File: src/rtl/axis_cpu_loader.sv
// axis_cpu_loader: unpacks a sectioned config stream into the CPU's instruction, immediate and jump tables.
// Define AXIS_CPU_LOADER_CHECKSUM_EN to require a summed trailer word after END.
module axis_cpu_loader #(
  parameter int CODE_ADDR_WIDTH = 10
) (
  input  logic                       clk,
  input  logic                       rst,
  input  logic [31:0]                prog_TDATA,
  input  logic                       prog_TVALID,
  output logic                       prog_TREADY,
  input  logic                       prog_TLAST,
  output logic [CODE_ADDR_WIDTH-1:0] inst_mem_wr_addr,
  output logic [7:0]                 inst_mem_wr_data,
  output logic                       inst_mem_wr_en,
  output logic [3:0]                 imm_wr_addr,
  output logic [31:0]                imm_wr_data,
  output logic                       imm_wr_en,
  output logic [3:0]                 jmp_off_wr_addr,
  output logic [7:0]                 jmp_off_wr_data,
  output logic                       jmp_off_wr_en,
  output logic                       cpu_hold,
  output logic                       load_done,
  output logic                       load_err
);
  typedef enum logic [2:0] {IDLE, HEADER, INST, IMM, JMP, DRAIN, DONE, CSUM} state_t;
  state_t state, state_nx;
  logic [15:0] left;
  logic [CODE_ADDR_WIDTH-1:0] addr;
  logic [23:0] pack;
  logic [1:0] rem;
  logic first, acc, over, err, done, pk_acc, byte_go;
  logic [2:0] n;
  logic [7:0] byte_val;
  logic [1:0] typ;
  logic [15:0] cnt;
  logic [13:0] unused_hdr;
  assign typ = prog_TDATA[31:30];
  assign cnt = prog_TDATA[15:0];
  assign unused_hdr = prog_TDATA[29:16];
  // rem counts bytes still queued behind the one currently on the write port
  assign prog_TREADY = state == HEADER || state == IMM || state == DRAIN || state == CSUM ||
                       ((state == INST || state == JMP) && rem == 2'd0);
  assign acc = prog_TVALID && prog_TREADY;
  assign pk_acc = acc && !prog_TLAST && (state == INST || state == JMP);
  assign n = left >= 16'd4 ? 3'd4 : left[2:0];
  assign byte_go = pk_acc || rem != 2'd0;
  assign byte_val = pk_acc ? prog_TDATA[7:0] : pack[7:0];
  assign over = typ == 2'b00 ? 32'(cnt) > (32'd1 << CODE_ADDR_WIDTH) : cnt > 16'd16;
`ifdef AXIS_CPU_LOADER_CHECKSUM_EN
  logic [31:0] sum;
  logic sum_ok, counted;
  assign sum_ok = sum == prog_TDATA;
  assign counted = (state == HEADER && typ != 2'b11) || state == INST || state == IMM || state == JMP;
  always_ff @(posedge clk or posedge rst) begin
    if (rst) sum <= '0;
    else if (acc) sum <= (first ? 32'd0 : sum) + (counted ? prog_TDATA : 32'd0);
  end
`endif
  always_comb begin
    state_nx = state;
    err = 1'b0;
    done = 1'b0;
    case (state)
      IDLE: state_nx = HEADER;
      HEADER: if (acc) begin
        if (typ == 2'b11) begin
`ifdef AXIS_CPU_LOADER_CHECKSUM_EN
          err = prog_TLAST;
          state_nx = prog_TLAST ? HEADER : CSUM;
`else
          done = prog_TLAST;
          err = !prog_TLAST;
          state_nx = prog_TLAST ? DONE : DRAIN;
`endif
        end else begin
          err = prog_TLAST || over;
          state_nx = prog_TLAST || cnt == 16'd0 ? HEADER : over ? DRAIN :
                     typ == 2'b00 ? INST : typ == 2'b01 ? IMM : JMP;
        end
      end
      INST, JMP: begin
        err = acc && prog_TLAST;
        if (acc) state_nx = prog_TLAST || left == 16'd1 ? HEADER : state;
        else if (left == 16'd0 && rem == 2'd1) state_nx = HEADER;
      end
      IMM: begin
        err = acc && prog_TLAST;
        if (acc && (prog_TLAST || left == 16'd1)) state_nx = HEADER;
      end
      DRAIN: if (acc && prog_TLAST) state_nx = HEADER;
      DONE: state_nx = HEADER;
      CSUM: if (acc) begin
`ifdef AXIS_CPU_LOADER_CHECKSUM_EN
        done = prog_TLAST && sum_ok;
        err = !done;
        state_nx = done ? DONE : prog_TLAST ? HEADER : DRAIN;
`else
        state_nx = HEADER;
`endif
      end
      default: state_nx = IDLE;
    endcase
  end
  always_ff @(posedge clk or posedge rst) begin
    if (rst) begin
      state <= IDLE;
      left <= '0;
      addr <= '0;
      pack <= '0;
      rem <= '0;
      first <= 1'b1;
      inst_mem_wr_addr <= '0;
      inst_mem_wr_data <= '0;
      inst_mem_wr_en <= 1'b0;
      imm_wr_addr <= '0;
      imm_wr_data <= '0;
      imm_wr_en <= 1'b0;
      jmp_off_wr_addr <= '0;
      jmp_off_wr_data <= '0;
      jmp_off_wr_en <= 1'b0;
      cpu_hold <= 1'b1;
      load_done <= 1'b0;
      load_err <= 1'b0;
    end else begin
      state <= state_nx;
      load_done <= done;
      inst_mem_wr_en <= byte_go && state == INST;
      jmp_off_wr_en <= byte_go && state == JMP;
      imm_wr_en <= acc && !prog_TLAST && state == IMM;
      if (acc) first <= prog_TLAST;
      if (acc && first && state == HEADER) begin
        cpu_hold <= 1'b1;
        load_err <= 1'b0;
      end
      if (err) load_err <= 1'b1;
      if (done) cpu_hold <= 1'b0;
      if (acc && state == HEADER) begin
        left <= cnt;
        addr <= '0;
      end
      if (byte_go) begin
        if (state == INST) begin
          inst_mem_wr_addr <= addr;
          inst_mem_wr_data <= byte_val;
        end else begin
          jmp_off_wr_addr <= addr[3:0];
          jmp_off_wr_data <= byte_val;
        end
        addr <= addr + 1'b1;
        pack <= pk_acc ? prog_TDATA[31:8] : pack >> 8;
        rem <= pk_acc ? 2'(n - 3'd1) : rem - 2'd1;
        if (pk_acc) left <= left - 16'(n);
      end
      if (acc && !prog_TLAST && state == IMM) begin
        imm_wr_addr <= addr[3:0];
        imm_wr_data <= prog_TDATA;
        addr <= addr + 1'b1;
        left <= left - 16'd1;
      end
    end
  end
endmodule

File: config.mk
export PLATFORM = sky130hd
export DESIGN_NAME = axis_cpu_loader
export DESIGN_NICKNAME = d
export VERILOG_FILES = /design/src/rtl/axis_cpu_loader.sv
export SDC_FILE = /design/constraint.sdc
export NUM_CORES = 1
export LEC_CHECK = 0
export ABC_AREA = 1
export ABC_CLOCK_PERIOD_IN_PS = 4230
export CORE_ASPECT_RATIO = 1.75
export CORE_MARGIN = 2
export CORE_UTILIZATION = 50
export CTS_BUF_LIST = sky130_fd_sc_hd__clkbuf_8
export DETAILED_ROUTE_END_ITERATION = 10
export GPL_TIMING_DRIVEN = 0
export PLACE_DENSITY = 0.79
export SLEW_MARGIN = 40
export SYNTH_ARGS = -nofsm -noshare
export SYNTH_HDL_FRONTEND = slang
export SYNTH_SLANG_ARGS = --single-unit
File: constraint.sdc
create_clock -name clk -period 4.23 [get_ports clk]
set_input_delay 0.846 -clock clk [delete_from_list [all_inputs] [get_ports clk]]
set_output_delay 0.846 -clock clk [all_outputs]
set_load 0.1 [all_outputs]
==> results of run 1 <==
==> placed cells by master, fill, tap and decap left out, types with 2 or more instances in the layout <==
| master | n |
|---|---|
| nor2_1 | 48 |
| a21oi_1 | 24 |
| ha_1 | 7 |
| dfstp_2 | 2 |
| o221ai_1 | 7 |
| nand3_1 | 44 |
| xor2_1 | 6 |
| clkinv_4 | 5 |
| clkbuf_8 | 17 |
| nand4_1 | 8 |
| nor3_1 | 9 |
| bufinv_16 | 2 |
| inv_6 | 3 |
| o21ai_0 | 90 |
| inv_1 | 90 |
| a22oi_1 | 9 |
| buf_2 | 88 |
| inv_2 | 3 |
| or2_2 | 2 |
| nand2_2 | 3 |
| nand2_1 | 256 |
| inv_4 | 2 |
| buf_6 | 4 |
| clkbuf_1 | 9 |
| dfrtp_1 | 126 |
| o21ai_1 | 14 |
| buf_4 | 4 |
| clkinvlp_4 | 3 |
| o21ai_2 | 3 |
| xnor2_1 | 2 |
| o22ai_1 | 5 |
| clkdlybuf4s50_1 | 35 |
| o211ai_1 | 9 |
| buf_16 | 6 |
==> logic make-up (layout without fill, tap and decap cells) <==
| logic type | after synthesis | in the layout | synth area share |
|---|---|---|---|
| AOI/OAI and AO/OA | 162 | 162 | 0.1431 |
| xor gates and xnor gates | 8 | 8 | 0.01101 |
| adders and majority gates | 7 | 7 | 0.01376 |
| buffers and inverters | 127 | 272 | 0.08569 |
| DFF | 128 | 128 | 0.5035 |
| other | 1 | 1 | 0.0005891 |
| and+or+nand+nor | 375 | 375 | 0.2423 |
==> worst paths after layout <==
kind | start | end | slack [ns] | depth (start not counted)
worst min register to register | cpu_hold | cpu_hold | 0.46 | 2
worst max-delay path | rem[0] | prog_TREADY | 1.22 | 6
worst min-delay path | cpu_hold | cpu_hold | 0.46 | 2
worst max register to register | rem[0] | addr[1] | 2.05 | 8
min in group asynchronous | rst | imm_wr_data[16] | 0.71 | 2
max in group asynchronous | rst | cpu_hold | 2.65 | 5
==> critical path, cell delays in order (launching register included) <==
cell	delay [ns]
dfrtp_1	0.40
inv_1	0.09
ha_1	0.17
inv_1	0.08
clkbuf_1	0.25
o21ai_0	0.27
buf_2	0.46
==> synth_stat cells, types with 3 or more instances <==
library cell and n:
nand4_1 8, dfrtp_1 126, nor2_1 48, o21ai_2 3, o21ai_1 14, xor2_1 6, ha_1 7, nor3_1 9
o221ai_1 7, buf_2 15, inv_1 90, nand2_1 256, o21ai_0 90, a22oi_1 9, a21oi_1 24, buf_6 4
o211ai_1 9, buf_4 4, nand3_1 44, o22ai_1 5, inv_2 3, clkbuf_1 9, nand2_2 3
==> cell type report <==
class | instances | share of cell area
repair buffers | 114 | 0.1121
inverters | 95 | 0.04651
clock inverters | 14 | 0.02039
well taps | 168 | 0.02676
plain buffers | 32 | 0.02342
multi-input cells | 553 | 0.3329
flip-flops and latches | 128 | 0.4081
clock buffers | 17 | 0.02979
==> through the flow <==
| stage | worst slack (ns) | utilization | cells |
|---|---|---|---|
| 2_1_floorplan | 0.3938 | - | 808 |
| 3_3_place_gp | 0.6145 | 0.6162 | 1084 |
| 3_5_place_dp | 1.485 | 0.6001 | 1090 |
| 4_1_cts | 1.220 | 0.6318 | 1121 |
| 5_1_grt | 1.151 | 0.6318 | 1121 |
| 6_report | 1.220 | 0.6318 | 1121 |
==> flip-flops by register name (all words and copies together), names as in the netlist <==
register,count
imm_wr_data,32
pack,24
left,16
addr,10
inst_mem_wr_addr,10
inst_mem_wr_data,8
jmp_off_wr_data,8
imm_wr_addr,4
jmp_off_wr_addr,4
state,3
rem,2
cpu_hold,1
first,1
imm_wr_en,1
inst_mem_wr_en,1
jmp_off_wr_en,1
load_done,1
load_err,1
==> power breakdown <==
part	switching, W	leakage (nW)	internal (W)
combinational	0.00239	2.19	0.000620
sequential	0.000255	1.69	0.00156
clock	0.000533	0.196	0.000531
==> layer usage <==
metal  vias up  global-route usage  wire [um]
met4         0              0.1549        893
met3        67             0.05454        935
met1      2844              0.3267       6827
met5         -                   0          0
li1       2871                   -          -
met2       220              0.5023      10010
==> summary.md, run 1 <==
| Metric | Value |
|---|---|
| Outcome | `finished clean` |
| Cell taking the most area after synthesis | `dfrtp_1` |
| Post-synth top flop | `dfrtp_1` |
| Final Hold Viols | `0` |
| Register area share after synthesis | `0.5035` |
| Final max-slew violation count | `0` |
| Final Net Count | `984` |
| Syn-to-layout area delta | `23.39%` |
| Post-CTS Resized | `0` |
| Tcrit/Tclk final | `0.7116` |
| Mapped Cells | `808` |
| CP Capture Type | `output pin` |
| Post-Syn Area | `6366 sq um` |
| Hold_buf cts | `0` |
| Reg area | `3206 sq um` |
| DPL Wire Length | `14150 um` |
| First-pass GRT wire length | `30320 um` |
| Post-synth net total | `851` |
| Proportion of layout cells with a drive suffix above 1 | `0.1605` |
| Via Count | `6002` |
| Yosys warns | `0` |
| Data required time of the critical path | `3.38 ns` |
| CP Class | `reg -> out` |
| Total iterations of the first detailed-routing run | `5` |
| Core ar. | `12430 sq um` |
| Drt wl/cell | `16.65 um` |
| Yosys reg bits | `128` |
| Largest cells by area after synthesis | `dfrtp_1, nand2_1, o21ai_0` |
| Placed cell areas | `7461 sq um` |
| Maxcap violations | `0` |
| Yosys cell types | `34` |
| Class of the worst hold path | `reg -> reg` |
| Post-route ant nets | `0` |
| Num rows | `54` |
| RSZ-0062 raised after global routing | `false` |
| I/O pin count | `109` |
| Clock slew at reported path FFs | `0.08 ns` |
| EDFF count, synth | `0` |
| Num CTS Buffers | `17` |
| GP Congestion | `0.9189` |
| Leak | `4.075 nW` |
| Fillers | `1154` |
| Clk_lat worst skew | `0.45 ns` |
| Final setup violation count | `0` |
| Post-CTS Setup Repair Bufs | `0` |
| CTS Sinks | `128` |
| Overall power | `0.005887 W` |
| Setup tns final | `0 ns` |
| Crit start category | `register` |
| CTS tree | `built` |
| Worst-path fanout max | `10` |
| GRT Resource Usage Total | `0.2906` |
| Die area | `13690 sq um` |
| Vias in the first global route | `6088` |
| Period minus WS final | `3.010 ns` |
| Hold_ws | `0.4626 ns` |
| Syn Area/Cell | `7.879 sq um` |
| Initial DRC Count | `497` |
| Post-layout instance area | `7855 sq um` |
| # diodes | `0` |
| Fmax | `332.2 MHz` |
| Largest net degree at the start of global routing | `23` |
| Initial Utilization | `0.5121` |
| Die width | `89.30 um` |
| Root Buffer | `clkbuf_8` |
| Max_slew headroom | `0.6042` |
| VDD IR max | `525.9 uV` |
| H-tree levels | `4` |
| Residual DRC count | `0` |
| Crit path arrival time | `2.16 ns` |
| Power per cell area | `749.5 nW/um^2` |
| Area of the multi-input gates | `2615 sq um` |
| Clk_skew | `0.01010 ns` |
| Via density | `5.354` |
| Die H | `153.3 um` |
| Worst slew pin tran | `0.5914 ns` |
| Final wirelength | `18670 um` |
| Synth top area share | `0.4953` |
| Ys async rst share | `1.000` |
| Initial antenna violation count | `0` |
| Gr ovfl total | `0` |
| IO buf count | `108` |
| CTS max path bufs | `2` |
Note: power is estimated with default switching activity, not from simulation.
==> inputs of run 2 (changes only) <==
Settings changed: ABC_CLOCK_PERIOD_IN_PS 4230 to 2400.
Clock period 4.23 ns to 2.4 ns, I/O delays scaled along.
==> run 2 against run 1 <==
Sequential share of layout area is essentially flat. Non-clock buffer count is the same. Total power grew 78%. Sequential power grew 77%. Combinational power grew 77%. Global-route usage shrank 0.61 points. Hold slack lost 0.15 ns. Via count grew 0.88%. Worst setup slack lost 1.1 ns. Design area is essentially flat. Largest cell class unchanged. Highest routed layer unchanged.
==> summary.md, run 2 (synthesized netlist as in run 1, its figures left out) <==
| Metric | Value |
|---|---|
| Clock slew at reported path FFs | `0.08 ns (about the same)` |
| Origin of the critical flop-to-flop path | `rem[0] (unchanged)` |
| Die width | `89.30 um (unchanged)` |
| Most common cell after layout, fill and taps aside | `nand2_1 (unchanged)` |
| Reg-to-reg critical path endpoint | `addr[1] (unchanged)` |
| Worst Reg2Reg Path Length in Cells | `8 (unchanged)` |
| Initial Utilization | `0.5121 (unchanged)` |
| Core ar. | `12430 sq um (unchanged)` |
| Initial antenna violation count | `0 (unchanged)` |
| Biggest register | `imm_wr_data (unchanged)` |
| Data required time of the critical path | `1.92 ns (was 3.38 ns)` |
| Top Registers | `imm_wr_data: 32 flops, pack: 24 flops, left: 16 flops (unchanged)` |
| Placed cell areas | `7442 sq um (was 7461 sq um)` |
| Final setup violation count | `0 (unchanged)` |
| CP Capture Type | `output pin (unchanged)` |
| Initial DRC Count | `355 (was 497)` |
| Worst-path fanout max | `10 (unchanged)` |
| Via Count | `6055 (was 6002)` |
| Max FFs per register | `32 (unchanged)` |
| VDD IR max | `942.2 uV (was 525.9 uV)` |
| Final wirelength | `18720 um (was 18670 um)` |
| Die area | `13690 sq um (unchanged)` |
| Post-layout instance area | `7851 sq um (was 7855 sq um)` |
| Vias in the first global route | `5926 (was 6088)` |
| Num CTS Buffers | `17 (unchanged)` |
| Most frequent cells in the layout | `nand2_1, dfrtp_1, inv_1 (was nand2_1, dfrtp_1, o21ai_0, inv_1, buf_2)` |
| CTS max path bufs | `2 (unchanged)` |
| Drt wl/cell | `16.69 um (was 16.65 um)` |
| H-tree levels | `4 (unchanged)` |
| Fmax | `429.3 MHz` |
| Via density | `5.397 (was 5.354)` |
| Tcrit/Tclk final | `0.9707` |
| Proportion of layout cells with a drive suffix above 1 | `0.1635 (was 0.1605)` |
| CP Class | `reg -> out (unchanged)` |
| Slowest stage delay, CP | `0.40 ns (was 0.46 ns)` |
| CP dominant cell by count | `inv_1 (unchanged)` |
| Post-CTS Setup Repair Bufs | `0 (unchanged)` |
| Die H | `153.3 um (unchanged)` |
| Cell Chain, Critical Path | `inv_1, ha_1, inv_1, clkbuf_2, o21ai_2, buf_6 (was inv_1, ha_1, inv_1, clkbuf_1, o21ai_0, buf_2)` |
| Crit start category | `register (unchanged)` |
| Overall power | `0.01046 W (was 0.005887 W)` |
| Period minus WS final | `2.330 ns` |
| CTS tree | `built (unchanged)` |
| # diodes | `0 (unchanged)` |
| Clk_skew | `0.01083 ns (was 0.01010 ns)` |
| Outcome | `finished clean (unchanged)` |
| Max_slew headroom | `0.5833 (was 0.6042)` |
| Largest net degree at the start of global routing | `26 (was 23)` |
| Clk_lat worst skew | `0.46 ns (was 0.45 ns)` |
| Crit path arrival time | `1.85 ns (was 2.16 ns)` |
| IO buf count | `108 (unchanged)` |
| DPL Wire Length | `14100 um (was 14150 um)` |
| Maxcap violations | `0 (unchanged)` |
| GRT Resource Usage Total | `0.2845 (was 0.2906)` |
| Slowest CP cell | `dfrtp_1 (was buf_2)` |
| Power per cell area | `1333 nW/um^2 (was 749.5 nW/um^2)` |
| Gr ovfl total | `0 (unchanged)` |
| Leak | `4.078 nW (was 4.075 nW)` |
| R2R Setup Slk | `0.14 ns (was 2.05 ns)` |
| Worst slew pin tran | `0.6251 ns (was 0.5914 ns)` |
| Final Hold Viols | `0 (unchanged)` |
| CTS Sinks | `128 (unchanged)` |
| Class of the worst hold path | `in -> async (was reg -> reg)` |
| I/O pin count | `109 (unchanged)` |
| Residual DRC count | `0 (unchanged)` |
| GP Congestion | `0.9678 (was 0.9189)` |
| Num rows | `54 (unchanged)` |
| Root Buffer | `clkbuf_8 (unchanged)` |
| Hold_buf cts | `0 (unchanged)` |
| First-pass GRT wire length | `29460 um (was 30320 um)` |
| Setup tns final | `0 ns (unchanged)` |
| Final max-slew violation count | `0 (unchanged)` |
| Final Net Count | `984 (unchanged)` |
| Total iterations of the first detailed-routing run | `5 (unchanged)` |
| Post-route ant nets | `0 (unchanged)` |
| Syn-to-layout area delta | `23.33% (was 23.39%)` |
-- run 2: cell types whose count changed in the layout (fill, tap and decap cells not counted), sizes merged --
cell / change
clkinv: -2
inv: +2
clkbuf: +1
-- run 2: report_power, final --
part / internal [W] / switching, W
Sequential: 0.00274 / 0.000463
Combinational: 0.00109 / 0.00424
Clock: 0.000967 / 0.000962
-- run 2: worst max-delay path, delay by kind of cell, from the launching register on --
| family | cells | cell delay (ns) |
|---|---|---|
| buffers and inverters | 4 | 0.62 |
| flip-flops | 1 | 0.40 |
| AO/OA/AOI/OAI | 1 | 0.20 |
| adder cells (fa/ha/maj) | 1 | 0.16 |
-- run 2: what timing repair did --
action / in CTS / in global routing
cloned: 0 / 0
endpoints found under the setup margin: 1 / 1
pin swaps: 0 / 0
gates resized for setup: 2 / 1
-- run 2: layout make-up --
cell class                      instances  area, sq um
Clock inverter                         14        153.9
Timing Repair Buffer                  114        864.6
Tap cell                              168        210.2
Fill cell                            1151         4581
Clock buffer                           18        247.7
Inverter                               95        365.4
Multi-Input combinational cell        553         2619
Buffer                                 32        185.2
Sequential cell                       128         3206
-- run 2: how the worst max path moves through the flow --
| stage | slack (ns) | start | cells past startpoint | to |
|---|---|---|---|---|
| after floorplan | 0.20 | rem[0] | 5 | prog_TREADY |
| after global placement | -0.87 | rst | 2 | load_err |
| after detailed placement | -0.002 | prog_TVALID | 7 | addr[6] |
| after CTS | 0.04 | rem[0] | 6 | prog_TREADY |
| after global routing | -0.004 | rem[1] | 6 | prog_TREADY |
| final | 0.07 | rem[0] | 6 | prog_TREADY |
-- run 2: layer usage --
| metal | vias to the layer above | global-route usage | wire length [um] | part of all wire |
|---|---|---|---|---|
| li1 | 2884 | - | - | - |
| met1 | 2829 | 0.3125 | 6711 | 0.36 |
| met2 | 268 | 0.4924 | 9920 | 0.53 |
| met3 | 74 | 0.05454 | 1061 | 0.057 |
| met4 | 0 | 0.1635 | 1027 | 0.055 |
| met5 | - | 0 | 0 | 0 |
-- run 2: metrics by stage --
stage               cells  hold WS [ns]  worst slack (ns)  utilization
global placement     1084        0.4538           -0.8743       0.6165
global route         1122        0.3309         -0.003727       0.6315
floorplan             808        0.4465            0.2047            -
finish               1122        0.3112           0.07037       0.6315
detailed placement   1090        0.4605         -0.001526       0.5986
CTS                  1122        0.3089           0.04352       0.6312
